[config.mk]
export PLATFORM = sky130hd
export DESIGN_NAME = uart_rx_fpga_link
export DESIGN_NICKNAME = d
export VERILOG_FILES = /design/src/rtl/uart_rx_fpga_link.sv
export SDC_FILE = /design/constraint.sdc
export NUM_CORES = 1
export LEC_CHECK = 0
export ABC_AREA = 1
export BUFFER_PORTS_ARGS = -buffer_cell sky130_fd_sc_hd__buf_4
export CELL_PAD_IN_SITES_DETAIL_PLACEMENT = 1
export CELL_PAD_IN_SITES_GLOBAL_PLACEMENT = 2
export CORE_MARGIN = 1.5
export CORE_UTILIZATION = 35
export DETAILED_ROUTE_END_ITERATION = 8
export PLACE_DENSITY = 0.88
export SKIP_LAST_GASP = 1
export SYNTH_ARGS = -nofsm -noshare
export SYNTH_HDL_FRONTEND = slang
export SYNTH_SLANG_ARGS = --single-unit
[constraint.sdc]
create_clock -name clk_rx -period 3.4 [get_ports clk_rx]
set_input_delay 0.34 -clock clk_rx [delete_from_list [all_inputs] [get_ports clk_rx]]
set_output_delay 0.34 -clock clk_rx [all_outputs]
set_load 0.01 [all_outputs]
[src/rtl/uart_rx_fpga_link.sv]
// FPGA-side deframer for the LArPix piso serial link: 2x oversampled UART, 64-bit frames.
// Optional sticky overrun flag enabled by defining UART_RX_OVERRUN_EN.
module uart_rx_fpga_link #(
  parameter int unsigned WIDTH = 64
) (
  input  logic             clk_rx,
  input  logic             reset_n,
  input  logic             rx_in,
  input  logic             uld_rx_data,
  input  logic             v3_mode,
  output logic [WIDTH-2:0] rx_data,
  output logic             rx_empty,
  output logic             parity_error
`ifdef UART_RX_OVERRUN_EN
  ,
  output logic             rx_overrun
`endif
);

  localparam int unsigned CNT_W = (WIDTH > 1) ? $clog2(WIDTH) : 1;

  typedef enum logic [2:0] {
    S_IDLE,
    S_START,
    S_DATA,
    S_STOP,
    S_BREAK
  } state_e;

  logic             rx_meta_q;
  logic             rx_sync_q;
  state_e           state_q, state_d;
  logic [CNT_W-1:0] bit_cnt_q, bit_cnt_d;
  logic             phase_q, phase_d;
  logic [WIDTH-1:0] shift_q, shift_d;
  logic [WIDTH-2:0] rx_data_q, rx_data_d;
  logic             rx_empty_q, rx_empty_d;
  logic             parity_error_q, parity_error_d;
  logic             commit_c;

  // Frame sequencer; phase selects the second of the two samples in each bit time
  always_comb begin
    state_d   = state_q;
    bit_cnt_d = bit_cnt_q;
    phase_d   = phase_q;
    shift_d   = shift_q;
    commit_c  = 1'b0;
    unique case (state_q)
      S_IDLE: begin
        if (!rx_sync_q) begin
          state_d = S_START;
        end
      end
      S_START: begin
        if (!rx_sync_q) begin
          state_d   = S_DATA;
          bit_cnt_d = '0;
          phase_d   = 1'b0;
        end else begin
          state_d = S_IDLE;
        end
      end
      S_DATA: begin
        phase_d = ~phase_q;
        if (phase_q) begin
          shift_d = {rx_sync_q, shift_q[WIDTH-1:1]};
          if (bit_cnt_q == CNT_W'(WIDTH - 1)) begin
            state_d = S_STOP;
          end else begin
            bit_cnt_d = bit_cnt_q + CNT_W'(1);
          end
        end
      end
      S_STOP: begin
        phase_d = ~phase_q;
        if (phase_q) begin
          if (rx_sync_q) begin
            commit_c = 1'b1;
            state_d  = S_IDLE;
          end else begin
            state_d = S_BREAK;
          end
        end
      end
      S_BREAK: begin
        if (rx_sync_q) begin
          state_d = S_IDLE;
        end
      end
      default: state_d = S_IDLE;
    endcase
  end

  // Consumer-facing registers; a commit overrides a same-cycle unload
  always_comb begin
    rx_data_d      = rx_data_q;
    parity_error_d = parity_error_q;
    rx_empty_d     = rx_empty_q;
    if (uld_rx_data) begin
      rx_empty_d = 1'b1;
    end
    if (commit_c) begin
      rx_data_d      = shift_q[WIDTH-2:0];
      parity_error_d = v3_mode ? (^shift_q) : (~^shift_q);
      rx_empty_d     = 1'b0;
    end
  end

  always_ff @(posedge clk_rx or negedge reset_n) begin
    if (!reset_n) begin
      rx_meta_q      <= 1'b1;
      rx_sync_q      <= 1'b1;
      state_q        <= S_IDLE;
      bit_cnt_q      <= '0;
      phase_q        <= 1'b0;
      shift_q        <= '0;
      rx_data_q      <= '0;
      rx_empty_q     <= 1'b1;
      parity_error_q <= 1'b0;
    end else begin
      rx_meta_q      <= rx_in;
      rx_sync_q      <= rx_meta_q;
      state_q        <= state_d;
      bit_cnt_q      <= bit_cnt_d;
      phase_q        <= phase_d;
      shift_q        <= shift_d;
      rx_data_q      <= rx_data_d;
      rx_empty_q     <= rx_empty_d;
      parity_error_q <= parity_error_d;
    end
  end

  assign rx_data      = rx_data_q;
  assign rx_empty     = rx_empty_q;
  assign parity_error = parity_error_q;

`ifdef UART_RX_OVERRUN_EN
  logic rx_overrun_q, rx_overrun_d;

  // Set when a commit lands on an unread packet; set wins over a same-cycle unload
  always_comb begin
    rx_overrun_d = rx_overrun_q;
    if (uld_rx_data) begin
      rx_overrun_d = 1'b0;
    end
    if (commit_c && !rx_empty_q) begin
      rx_overrun_d = 1'b1;
    end
  end

  always_ff @(posedge clk_rx or negedge reset_n) begin
    if (!reset_n) begin
      rx_overrun_q <= 1'b0;
    end else begin
      rx_overrun_q <= rx_overrun_d;
    end
  end

  assign rx_overrun = rx_overrun_q;
`endif

endmodule

==> flow_results.xml <==
<?xml version="1.0" encoding="UTF-8"?>
<metrics>
  <group name="clocking">
    <metric name="tritoncts_clock_tree" unit="">done</metric>
    <metric name="cts_resized" unit="">0</metric>
    <metric name="cts_setup_buffers" unit="">0</metric>
    <metric name="worst_setup_hold_path_clk_slew" unit="ns">0.06</metric>
    <metric name="worstSkewPairLatency" unit="ns">0.42</metric>
    <metric name="clk_path_buf_depth" unit="">2</metric>
    <metric name="h-tree-depth" unit="">4</metric>
    <metric name="clockRootBuffer" unit="">clkbuf_16</metric>
    <metric name="cts_hold_buffers_added" unit="">1</metric>
    <metric name="cts_sinks" unit="">141</metric>
    <metric name="cts-buffers-inserted" unit="">17</metric>
  </group>
  <group name="setup_path">
    <metric name="critical_path.cell_chain" unit="">inv_2 -&gt; nand2_1 -&gt; nor2_1 -&gt; inv_2 -&gt; nor3_4 -&gt; inv_4 -&gt; buf_12 -&gt; nand2_1 -&gt; o21ai_1</metric>
    <metric name="setup.worst_path.end_class" unit="">register</metric>
    <metric name="worst_r2r_endpoint" unit="">rx_data[47]</metric>
    <metric name="crit_slowest_cell" unit="">dfrtp_1</metric>
    <metric name="worst-setup-path-type" unit="">reg2reg</metric>
    <metric name="cp.arrival" unit="ns">2.23</metric>
    <metric name="crit-reg2reg-launch" unit="">state_q[2]</metric>
    <metric name="worst_ep_required_time" unit="ns">3.69</metric>
    <metric name="reg2reg_setup_slack" unit="ns">1.47</metric>
    <metric name="rr_worst_depth" unit="">9</metric>
    <metric name="crit_family" unit="">buffers and inverters</metric>
    <metric name="cpPeakStageDelay" unit="ns">0.47</metric>
    <metric name="crit_path_start_kind" unit="">register</metric>
    <metric name="path_buf_inv" unit="">4</metric>
    <metric name="worstPathMaxFanout" unit="">75</metric>
  </group>
  <group name="placement">
    <metric name="placed_cells" unit="">1116</metric>
    <metric name="dp_hpwl" unit="um">10100</metric>
    <metric name="place_congestion" unit="">0.725</metric>
    <metric name="dpl_cell_area" unit="um2">7310</metric>
    <metric name="portBuffers" unit="">69</metric>
  </group>
  <group name="timing">
    <metric name="period_needed" unit="ns">1.93</metric>
    <metric name="setup-violations-final" unit="">0</metric>
    <metric name="max_slew.worst_pin.slew" unit="ns">1.12</metric>
    <metric name="timing.setup.tns" unit="ns">0</metric>
    <metric name="max_clock_freq" unit="GHz">0.517</metric>
    <metric name="number_of_endpoints_with_negative_hold_slack_in_the_final_report" unit="">0</metric>
    <metric name="grt_setup_unrepaired" unit="">false</metric>
    <metric name="slew-limit-headroom" unit="%">25.3</metric>
    <metric name="final-max-slew-violation-count" unit="">0</metric>
    <metric name="worst_clock_skew" unit="ns">0.00924</metric>
    <metric name="final_clock_period_utilization_by_the_worst_path" unit="%">56.8</metric>
  </group>
  <group name="detailed_routing">
    <metric name="drc_violation_total_after_the_first_tritonroute_iteration" unit="">165</metric>
    <metric name="detail_routed_via_count_per_cell" unit="">4.66</metric>
    <metric name="drtPass1Iterations" unit="">4</metric>
    <metric name="postRouteWirelength" unit="um">14700</metric>
    <metric name="drt_drc_violations_left" unit="">0</metric>
    <metric name="num_vias" unit="">5360</metric>
    <metric name="wire_length_per_cell" unit="um">12.8</metric>
    <metric name="route.antenna.remaining_nets" unit="">0</metric>
  </group>
  <group name="synthesis">
    <metric name="ys_dominant_reg_cell" unit="">dfrtp_1</metric>
    <metric name="synth_cell_types" unit="">27</metric>
    <metric name="async_flop_share" unit="%">100</metric>
    <metric name="synth_top_area_share" unit="%">52.4</metric>
    <metric name="synth_common_cells" unit="">377 x nand2_1, 138 x dfrtp_1, 89 x o21ai_0</metric>
    <metric name="synth_enable_flop_cells" unit="">0</metric>
    <metric name="yosysSeqAreaShare" unit="%">53.6</metric>
    <metric name="ys_top_cells_by_area" unit="">dfrtp_1 52%, nand2_1 21%, o21ai_0 6.8%, inv_1 5.0%, o21ai_1 3.0%</metric>
    <metric name="syn_avg_cell_area" unit="um2">7.83</metric>
    <metric name="syn_area" unit="um2">6590</metric>
    <metric name="yosysWarnings" unit="">0</metric>
    <metric name="synthesis.instances" unit="">841</metric>
    <metric name="synthDominantAreaCellType" unit="">dfrtp_1</metric>
    <metric name="yosys.cell_count.top_type" unit="">nand2_1</metric>
    <metric name="synth_fp_nets" unit="">847</metric>
    <metric name="synth-seq-cells" unit="">141</metric>
  </group>
  <group name="power_and_ir_drop">
    <metric name="p_leak" unit="nW">3.95</metric>
    <metric name="pwr_density_cell" unit="nW/um2">568</metric>
    <metric name="irDropWorstVdd" unit="mV">0.412</metric>
  </group>
  <group name="global_routing">
    <metric name="grt_ovf" unit="">0</metric>
    <metric name="grt_util_all_layers" unit="%">16.0</metric>
    <metric name="wire_length_of_the_first_global_routing_pass" unit="um">25600</metric>
    <metric name="first_global_vias" unit="">5427</metric>
    <metric name="grt_start_max_net_pins" unit="">129</metric>
    <metric name="antenna_found_initial" unit="">0</metric>
  </group>
  <group name="floorplanning">
    <metric name="ioPinCount" unit="">70</metric>
    <metric name="initial_core_utilization" unit="%">36.2</metric>
    <metric name="std_cell_rows" unit="">49</metric>
    <metric name="fp.dieArea" unit="um2">19700</metric>
    <metric name="die_x" unit="um">140</metric>
    <metric name="core_area" unit="um2">18200</metric>
    <metric name="dieHeight" unit="um">140</metric>
  </group>
  <group name="worst_hold_path">
    <metric name="holdCritPathClass" unit="">in2reg</metric>
    <metric name="worst_hold_path_endpoint" unit="">rx_meta_q</metric>
    <metric name="min_delay_path_depth" unit="">1</metric>
    <metric name="timing.hold.worst.start" unit="">rx_in</metric>
  </group>
  <group name="final_layout">
    <metric name="areaGrowthSynthToFinish" unit="%">19.9</metric>
    <metric name="drive_gt1_share" unit="%">13.9</metric>
    <metric name="finish.instance_area" unit="um2">7900</metric>
    <metric name="antennaDiodeCount" unit="">0</metric>
    <metric name="post_layout_nonfiller_instances" unit="">1149</metric>
    <metric name="final_nets" unit="">913</metric>
  </group>
  <group name="status">
    <metric name="outcome" unit="">finished, final reports clean</metric>
  </group>
  <group name="flow_run">
    <metric name="count_of_maximum_capacitance_violations" unit="">0</metric>
  </group>
</metrics>
## cell families (layout without fill, tap and decap cells)
kind of cell             Yosys count  count (layout)  share of synthesized area, %
AND/OR/NAND/NOR                  417             417                          24.9
flip-flops                       141             141                          53.6
AO/OA/AOI/OAI                    139             139                          11.1
buffers and inverters            123             202                          7.61
XOR/XNOR                          20              20                          2.66
adder cells (fa/ha/maj)            1               1                         0.190
## cell usage in the layout (no fill, tap or decap)
cell,synthesis,routed
xor2_1,9,9
nor3b_2,1,1
nor2_1,13,13
a21oi_1,4,4
nor3_1,2,2
nand3_1,18,18
o31ai_1,1,1
nor2_4,1,1
nand2_4,0,1
o21ai_0,89,89
clkinv_2,0,4
clkbuf_16,0,17
ha_1,1,1
nor2_2,1,1
inv_2,8,7
dfstp_2,3,3
o21ai_4,1,1
buf_12,0,1
inv_1,88,88
clkbuf_8,0,5
inv_4,0,1
o21ai_1,39,39
buf_4,0,71
xnor2_1,11,11
nor3_4,2,2
o21ai_2,5,5
nand2_1,377,376
nand4_1,2,2
clkinvlp_4,0,5
buf_6,4,1
bufinv_16,0,1
dfrtp_1,138,138
dlygate4sd3_1,0,1
## power by group
group / switching (W) / total, W / internal, W / leakage, nW
Sequential: 0.0000858 / 0.00186 / 0.00178 / 1.95
Combinational: 0.000574 / 0.000811 / 0.000238 / 1.73
Clock: 0.000719 / 0.00182 / 0.00110 / 0.276
Total: 0.00138 / 0.00449 / 0.00311 / 3.95
## worst max-delay path by stage
stage | slack, ns | from | depth (start not counted) | to
5_1_grt | 1.23 | state_q[0] | 5 | shift_q[13]
3_5_place_dp | 1.45 | state_q[0] | 5 | shift_q[53]
4_1_cts | 1.44 | state_q[0] | 5 | shift_q[16]
6_report | 1.47 | state_q[2] | 9 | rx_data[47]
2_1_floorplan | 1.94 | state_q[2] | 10 | rx_data[43]
3_3_place_gp | 1.51 | state_q[2] | 9 | rx_data[29]
## metrics by stage
| stage | utilization, % | power, W | hold WS (ns) | worst slack, ns |
|---|---|---|---|---|
| global route | 43.4 | 0.00474 | 0.0272 | 1.23 |
| detailed placement | 40.1 | 0.00272 | 0.353 | 1.45 |
| floorplan | - | 0.00247 | 0.0444 | 1.94 |
| CTS | 43.4 | 0.00456 | 0.0256 | 1.44 |
| finish | 43.4 | 0.00449 | 0.0446 | 1.47 |
| global placement | 40.1 | 0.00269 | 0.347 | 1.51 |
## area by class of cell
type	count	area [um2]
repair buffers	74	574
flip-flops and latches	141	3530
well taps	229	287
clock buffers	22	494
inverters	96	363
fillers	2213	10300
clock inverters	10	87.6
multi-input cells	577	2560
## sequential cells by signal, summed over array words and instances, names as in the netlist
name / flops
rx_meta_q: 1
rx_sync_q: 1
state_q: 3
phase_q: 1
rx_empty: 1
bit_cnt_q: 6
rx_data: 63
parity_error: 1
shift_q: 64
## per-layer routing
metal	track usage [%]	up-vias	routed length (um)
met5	0	-	0
met2	25.9	63	6810
met1	21.3	2549	7210
met3	3.56	14	453
met4	5.32	0	180
li1	-	2734	-
No activity file was read; power rests on OpenSTA's default activity.
